<file path="src/rtl/vga_mem_arbiter_pkg.sv">
// Purpose: shared types and defaults for the VGA/CPU memory arbiter.
// Latency: n/a (types and constants only).
// Backpressure: n/a.
package vga_mem_arbiter_pkg;

    localparam int DEF_ADDR_WIDTH   = 16;
    localparam int DEF_DATA_WIDTH   = 16;
    localparam int DEF_STARVE_LIMIT = 4;
    localparam int STARVE_CNT_W     = 3;

    // Who owns the read data coming back from memory in the next cycle.
    typedef enum logic [1:0] {
        OWN_NONE = 2'd0,
        OWN_VGA  = 2'd1,
        OWN_CPU  = 2'd2
    } resp_owner_t;

endpackage

</file>
<file path="src/rtl/arb_starve_ctr.sv">
// Purpose: saturating count of consecutive cycles a CPU request was denied.
// Latency: count updates on the edge after inc/clr; limit_hit is combinational from the count.
// Backpressure: none; clr has priority over inc, and the count saturates at LIMIT.
//
// Ports: clk, reset (async active-low), inc, clr, cnt (current count), limit_hit (cnt == LIMIT).
module arb_starve_ctr
    import vga_mem_arbiter_pkg::*;
#(
    parameter int LIMIT = DEF_STARVE_LIMIT
) (
    input  logic                    clk,
    input  logic                    reset,
    input  logic                    inc,
    input  logic                    clr,
    output logic [STARVE_CNT_W-1:0] cnt,
    output logic                    limit_hit
);

    localparam logic [STARVE_CNT_W-1:0] LIMIT_V = STARVE_CNT_W'(LIMIT);

    logic [STARVE_CNT_W-1:0] cnt_q;

    always_ff @(posedge clk or negedge reset) begin
        if (!reset) begin
            cnt_q <= '0;
        end else if (clr) begin
            cnt_q <= '0;
        end else if (inc && (cnt_q != LIMIT_V)) begin
            cnt_q <= cnt_q + 1'b1;
        end
    end

    assign cnt       = cnt_q;
    assign limit_hit = (cnt_q == LIMIT_V);

endmodule

</file>
<file path="src/rtl/vga_mem_arbiter.sv">
// Purpose: shares one synchronous-read memory between VGA fetch (fixed priority) and CPU load/store.
// Latency: grant and memory drive are combinational in the accept cycle; read data/rvalid one cycle later.
// Backpressure: a loser simply sees ready low and holds its request; CPU is forced through after
//               STARVE_LIMIT consecutive denials, costing VGA one cycle.
//
// Ports: clk, reset (async active-low); vga_req/vga_addr/vga_ready/vga_rdata/vga_rvalid;
//        cpu_req/cpu_we/cpu_addr/cpu_wdata/cpu_ready/cpu_rdata/cpu_rvalid;
//        mem_addr/mem_we/mem_wdata/mem_rdata; starve_cnt (debug).
module vga_mem_arbiter
    import vga_mem_arbiter_pkg::*;
#(
    parameter int ADDR_WIDTH   = DEF_ADDR_WIDTH,
    parameter int DATA_WIDTH   = DEF_DATA_WIDTH,
    parameter int STARVE_LIMIT = DEF_STARVE_LIMIT
) (
    input  logic                    clk,
    input  logic                    reset,
    input  logic                    vga_req,
    input  logic [ADDR_WIDTH-1:0]   vga_addr,
    output logic                    vga_ready,
    output logic [DATA_WIDTH-1:0]   vga_rdata,
    output logic                    vga_rvalid,
    input  logic                    cpu_req,
    input  logic                    cpu_we,
    input  logic [ADDR_WIDTH-1:0]   cpu_addr,
    input  logic [DATA_WIDTH-1:0]   cpu_wdata,
    output logic                    cpu_ready,
    output logic [DATA_WIDTH-1:0]   cpu_rdata,
    output logic                    cpu_rvalid,
    output logic [ADDR_WIDTH-1:0]   mem_addr,
    output logic                    mem_we,
    output logic [DATA_WIDTH-1:0]   mem_wdata,
    input  logic [DATA_WIDTH-1:0]   mem_rdata,
    output logic [STARVE_CNT_W-1:0] starve_cnt
);

    logic                  limit_hit;
    logic                  gnt_vga;
    logic                  gnt_cpu;
    logic [ADDR_WIDTH-1:0] mem_addr_q;
    logic [DATA_WIDTH-1:0] vga_rdata_q;
    logic [DATA_WIDTH-1:0] cpu_rdata_q;
    resp_owner_t           owner_q;
    resp_owner_t           owner_nxt;

    arb_starve_ctr #(
        .LIMIT(STARVE_LIMIT)
    ) u_starve (
        .clk      (clk),
        .reset    (reset),
        .inc      (cpu_req & ~gnt_cpu),
        .clr      (gnt_cpu | ~cpu_req),
        .cnt      (starve_cnt),
        .limit_hit(limit_hit)
    );

    // Grants are gated by reset directly so nothing is accepted while reset is held,
    // yet the very first cycle after release can grant.
    always_comb begin
        gnt_vga = 1'b0;
        gnt_cpu = 1'b0;
        if (reset) begin
            if (cpu_req && limit_hit) begin
                gnt_cpu = 1'b1;
            end else if (vga_req) begin
                gnt_vga = 1'b1;
            end else if (cpu_req) begin
                gnt_cpu = 1'b1;
            end
        end
    end

    assign vga_ready = gnt_vga;
    assign cpu_ready = gnt_cpu;

    // Address holds its last granted value in idle cycles to avoid needless toggling.
    assign mem_addr  = gnt_vga ? vga_addr : (gnt_cpu ? cpu_addr : mem_addr_q);
    assign mem_we    = gnt_cpu & cpu_we;
    assign mem_wdata = gnt_cpu ? cpu_wdata : '0;

    always_comb begin
        owner_nxt = OWN_NONE;
        if (gnt_vga) begin
            owner_nxt = OWN_VGA;
        end else if (gnt_cpu && !cpu_we) begin
            owner_nxt = OWN_CPU;
        end
    end

    always_ff @(posedge clk or negedge reset) begin
        if (!reset) begin
            owner_q     <= OWN_NONE;
            mem_addr_q  <= '0;
            vga_rdata_q <= '0;
            cpu_rdata_q <= '0;
        end else begin
            owner_q <= owner_nxt;
            if (gnt_vga || gnt_cpu) begin
                mem_addr_q <= mem_addr;
            end
            if (owner_q == OWN_VGA) begin
                vga_rdata_q <= mem_rdata;
            end
            if (owner_q == OWN_CPU) begin
                cpu_rdata_q <= mem_rdata;
            end
        end
    end

    // Memory data arrives in the response cycle, so it is forwarded straight through
    // then and the captured copy is shown afterwards.
    assign vga_rvalid = (owner_q == OWN_VGA);
    assign cpu_rvalid = (owner_q == OWN_CPU);
    assign vga_rdata  = vga_rvalid ? mem_rdata : vga_rdata_q;
    assign cpu_rdata  = cpu_rvalid ? mem_rdata : cpu_rdata_q;

endmodule

</file>
<file path="config.mk">
export PLATFORM = sky130hd
export DESIGN_NAME = vga_mem_arbiter
export DESIGN_NICKNAME = d
export VERILOG_FILES = /design/src/rtl/vga_mem_arbiter_pkg.sv /design/src/rtl/arb_starve_ctr.sv /design/src/rtl/vga_mem_arbiter.sv
export SDC_FILE = /design/constraint.sdc
export NUM_CORES = 1
export LEC_CHECK = 0
export CAP_MARGIN = 20
export CORE_MARGIN = 4
export CORE_UTILIZATION = 33
export CTS_BUF_LIST = sky130_fd_sc_hd__clkbuf_8
export DETAILED_ROUTE_END_ITERATION = 16
export PLACE_DENSITY = 0.82
export SYNTH_ARGS = -nofsm -noshare
export SYNTH_HDL_FRONTEND = slang
export SYNTH_SLANG_ARGS = --single-unit
</file>
<file path="constraint.sdc">
create_clock -name clk -period 5.1 [get_ports clk]
set_input_delay 1.275 -clock clk [delete_from_list [all_inputs] [get_ports clk]]
set_output_delay 1.275 -clock clk [all_outputs]
set_load 0.01 [all_outputs]
</file>
**Yosys cells after proc, flatten, opt, wreduce, memory -nomap -nowiden**

Cells that the tools add are included.

- Word-level logic and storage cells: 37
- Register bits: 53

- Eq/ne operators: 4
- Mux-type cells: 16
- Reductions and logical operators: 6
- Add/sub/neg operators: 1
- Bitwise operators: 5

Operators with widths:

| kind | number |
|---|---|
| $mux W16 | 5 |
| $mux W1 | 7 |
| $mux W3 | 2 |
| $mux W2 | 2 |
| $add A3 B1 Y3 const B | 1 |
| $eq A3 B3 Y1 const B | 1 |
| $logic_and A1 B1 Y1 | 3 |
| $ne A3 B3 Y1 const B | 1 |
| $and A1 B1 Y1 | 2 |
| $eq A2 B1 Y1 const B | 1 |
| $eq A2 B2 Y1 const B | 1 |
| $not A1 Y1 | 2 |
| $reduce_bool A2 Y1 | 1 |
| $logic_not A1 Y1 | 1 |
| $logic_or A1 B1 Y1 | 1 |
| $or A1 B1 Y1 | 1 |

**Depth between registers and ports, before layout**

- Depth in word-level cells: 9
- Mapped depth: 6
- Depth with buffers taken out: 5

**Hierarchy**

Synthesis repeated with hierarchy kept, for this count alone.

- Cell total of the unflattened synthesis: 190
- Area, all modules: 2553.7 µm²

Modules (own cells, without submodules):

| module | cells an instance | sequential area each (µm²) | times used | area each (µm²) |
|---|---|---|---|---|
| vga_mem_arbiter | 172 | 1251.2 | 1 | 2356.0 |
| arb_starve_ctr | 18 | 75.1 | 1 | 197.7 |

**Worst setup path before layout**

Ideal clock, no wire load.

- Path type: input port to output port
- From: input reset
- To: output mem_addr[10]
- Required time: 3825 ps
- Arrival: 1944 ps
- Cell stages on the path: 4
- Setup slack: 1881 ps
- Buffers on the path: 1
- Path through: nand2_1 -> a31oi_4 -> buf_4 -> a221o_1

RTL lines:

| what | RTL line | source |
|---|---|---|
| start: declaration | vga_mem_arbiter.sv:17 | `input logic reset,` |
| $mux W1 | vga_mem_arbiter.sv:62 | `if (reset) begin` |
| net vga_ready | vga_mem_arbiter.sv:20 | `output logic vga_ready,` |
| $mux W16 | vga_mem_arbiter.sv:77 | `assign mem_addr = gnt_vga ? vga_addr : (gnt_cpu ? cpu_addr : mem_addr_q);` |
| end: declaration | vga_mem_arbiter.sv:30 | `output logic [ADDR_WIDTH-1:0] mem_addr,` |

The timed path passes the listed nets, and every way through them passes these cells.

**Worst setup path in the final report**

- From: input cpu_req
- To: output mem_addr[11]

- Cells in the longest elaborated chain, start to end: 6

RTL lines:

| what | RTL line | source |
|---|---|---|
| start: declaration | vga_mem_arbiter.sv:23 | `input logic cpu_req,` |
| $mux W1 | vga_mem_arbiter.sv:67 | `end else if (cpu_req) begin` |
| $mux W1 | vga_mem_arbiter.sv:65 | `end else if (vga_req) begin` |
| $mux W1 | vga_mem_arbiter.sv:63 | `if (cpu_req && limit_hit) begin` |
| $mux W1 | vga_mem_arbiter.sv:62 |  |
| $mux W16 | vga_mem_arbiter.sv:77 |  |
| $mux W16 * | vga_mem_arbiter.sv:77 |  |

Mark *: on every way between the ends. The rest lies on a longest branch, timed or not.

==> summary.md <==
| Metric | Value |
|---|---|
| Synth Flop Type | dfrtp_1 |
| DRT Wirelength | ~6.7 mm |
| DR iter-0 viols | 40 |
| Syn Area/Cell | between 10 and 15 µm² |
| H-Tree Depth | 2 |
| CP arrival | roughly 3300 ps |
| Resized cells post-CTS | 0 |
| Net Switching | between 0.0003 and 0.0004 W |
| Layout area overhead | 61.0% |
| Seq cells post-synth | 53 |
| GRT Util Overall | 0.140 |
| Fmax | 0.217 GHz |
| Die Ht | approximately 96 µm |
| Syn. warnings | 0 |
| Wire length per cell | 15.6 µm |
| Setup_tns | 0 ps |
| Most frequent cells in the layout | 139 x clkdlybuf4s50_1, 53 x dfrtp_1, 32 x a221o_1 |
| Comb pwr share | 0.358 |
| Flop pwr share | 0.435 |
| Layout cells sized above 1 | 0.198 |
| Actual slew at the worst max-slew pin | between 800 and 900 ps |
| Final Setup Violations | 0 |
| Maxcap violations | 0 |
| Hold Violations, Final | 0 |
| CTS sink cnt | 53 |
| CTS root buf | clkbuf_8 |
| Min cycle time layout | 4600 ps |
| Syn_nets | 259 |
| Final period utilization | 0.903 |
| Pin count of the biggest net entering global routing | 53 |
| Clk_lat worst skew | 300 ps |
| Crit path launch type | primary input |
| Hold-fix buffers, CTS | 0 |
| Clock Power Share | 0.207 |
| Die X | between 90 and 100 µm |
| Sw Ratio | 0.273 |
| Die Area | around 9100 µm² |
| Inserted Diodes | 0 |
| EDFF count, synth | 0 |
| Vias | around 2100 |
| Clk_skew | about 11 ps |
| Core area | about 7400 µm² |
| GRT Residual Overflow | 0 |
| # rows | 31 |
| Type of the most critical hold path | flip-flop to flip-flop |
| Fin area | between 4000 and 5000 µm² |
| CTS buffer count | 5 |
| Vias in the first global route | between 2000 and 2500 |
| First-pass GRT wire length | about 10 mm |
| Crit end category | primary output |
| Drt drc | 0 |
| Total placed cells including tap cells | 419 |
| CTS tree | yes |
| Peak fanout along the critical path | 52 |
| Final #Nets | 398 |
| DR pass1 iterations | 4 |
| RSZ-0062 raised after global routing | no |
| Post-synthesis cell area | between 2000 and 3000 µm² |
| Final Non-Filler Cells | 427 |
| Clock transition at path regs | about 100 ps |
| Worst EP required | 3830 ps |
| Max Root-Sink Buffers | 2 |
| Routability cong. | ~0.8 |
| Power Dens Cells | around 290 nW/µm² |
| Total power | 0.00117 W |
| Critical path class | primary input to primary output |
| Lkg Pwr | between 1.5 and 2 nW |
| Detailed placement HPWL | between 5 and 6 mm |
| Port Buffers | 140 |
| Syn Inst Count | roughly 190 |
| Outcome | finished, final reports clean |
| Initial antenna violation count | 0 |
| Synth cell types | 26 |
| Share of synthesized flip-flops with an asynchronous set or reset | 1.00 |
| Pins over their slew limit | 0 |
| Worst slew margin | 0.416 |
| Commonest non-fill, non-tap cell in the layout | clkdlybuf4s50_1 |
| Top-level I/O count | ~140 |
| Placed instance area | 3980 µm² |
| Int Power | approximately 0.00085 W |
| Setup Buffers After CTS | 0 |
| Peak supply drop | ~0.13 mV |
| Post-route ant nets | 0 |
| Initial core utilization | 0.344 |
| Min Hold Slack | slightly below 500 ps |
| Seq/Total Area, Yosys | 0.524 |
| Via-to-Cell Ratio | between 4 and 5 |
## power by group through the flow
| stage | combinational, W | clock, W | sequential [W] |
|---|---|---|---|
| finish | 0.000417 | 0.000242 | 0.000507 |
| detailed placement | 0.000422 | 0 | 0.000516 |
| floorplan | 0.000184 | 0 | 0.000511 |
| CTS | 0.000424 | 0.000253 | 0.000508 |
| global route | 0.000449 | 0.000270 | 0.000514 |
| global placement | 0.000412 | 0 | 0.000513 |
## synth_stat cells, types with 2 or more instances
master	count	area (µm²)
mux2_1	2	22.5
a221o_1	32	320
ha_1	2	25.0
nand2_1	2	7.51
or3_1	2	12.5
and2_1	17	106
and2_4	10	87.6
mux2_2	30	338
nand2b_1	2	12.5
inv_1	3	11.3
buf_2	4	20.0
a21boi_0	2	15.0
dfrtp_1	53	1330
nand3_1	2	10.0
and2_2	6	45.0
nand2_2	2	12.5
buf_6	5	56.3
buf_4	4	30.0
## per-stage QoR
stage / worst slack, ps / utilization
3_5_place_dp: 476 / 0.541
3_3_place_gp: 483 / 0.541
2_1_floorplan: 1880 / -
5_1_grt: 388 / 0.553
4_1_cts: 488 / 0.553
6_report: 497 / 0.553
## final timing paths
kind	from	end	slack (ps)	cells after the start
setup / recovery	cpu_req	mem_addr[11]	500	6
hold / removal	vga_rdata_q[12]	vga_rdata_q[12]	490	1
setup reg to reg	u_starve.cnt[0]	mem_addr_q[6]	3320	6
hold reg to reg	vga_rdata_q[12]	vga_rdata_q[12]	490	1
max in group asynchronous	reset	vga_rdata_q[2]	3730	2
min in group asynchronous	reset	u_starve.cnt[2]	1030	2
## flip-flops by register name, indices dropped and copies added (netlist names)
| register | count |
|---|---|
| owner_q | 2 |
| vga_rdata_q | 16 |
| cpu_rdata_q | 16 |
| u_starve.cnt | 3 |
| mem_addr_q | 16 |
## cell type report
cell class                      count  area [µm²]
Fill cell                         615        3290
Clock buffer                        5        68.8
Clock inverter                      3        25.0
Sequential cell                    53        1330
Inverter                            3        11.3
Tap cell                           99         124
Multi-Input combinational cell    119        1090
Timing Repair Buffer              145        1430
## cells by family after synthesis
group / count (synthesis) / share of synthesized area
AO/OA/AOI/OAI: 38 / 0.153
multiplexers: 32 / 0.142
adder cells (fa/ha/maj): 2 / 0.00988
buffers and inverters: 16 / 0.0464
AND/OR/NAND/NOR: 47 / 0.125
flip-flops: 53 / 0.524
## layer usage
metal | track usage | wire length, µm
met2 | 0.241 | 3290
met1 | 0.159 | 2580
met3 | 0.0647 | 771
met4 | 0.0320 | 40
met5 | 0 | 0
## critical path: stages
cell and delay (ps):
clkdlybuf4s50_1 630, nand2_2 100, a21oi_4 110, buf_4 400
a221o_1 250, clkdlybuf4s50_1 550
No activity file was read; power rests on OpenSTA's default activity.
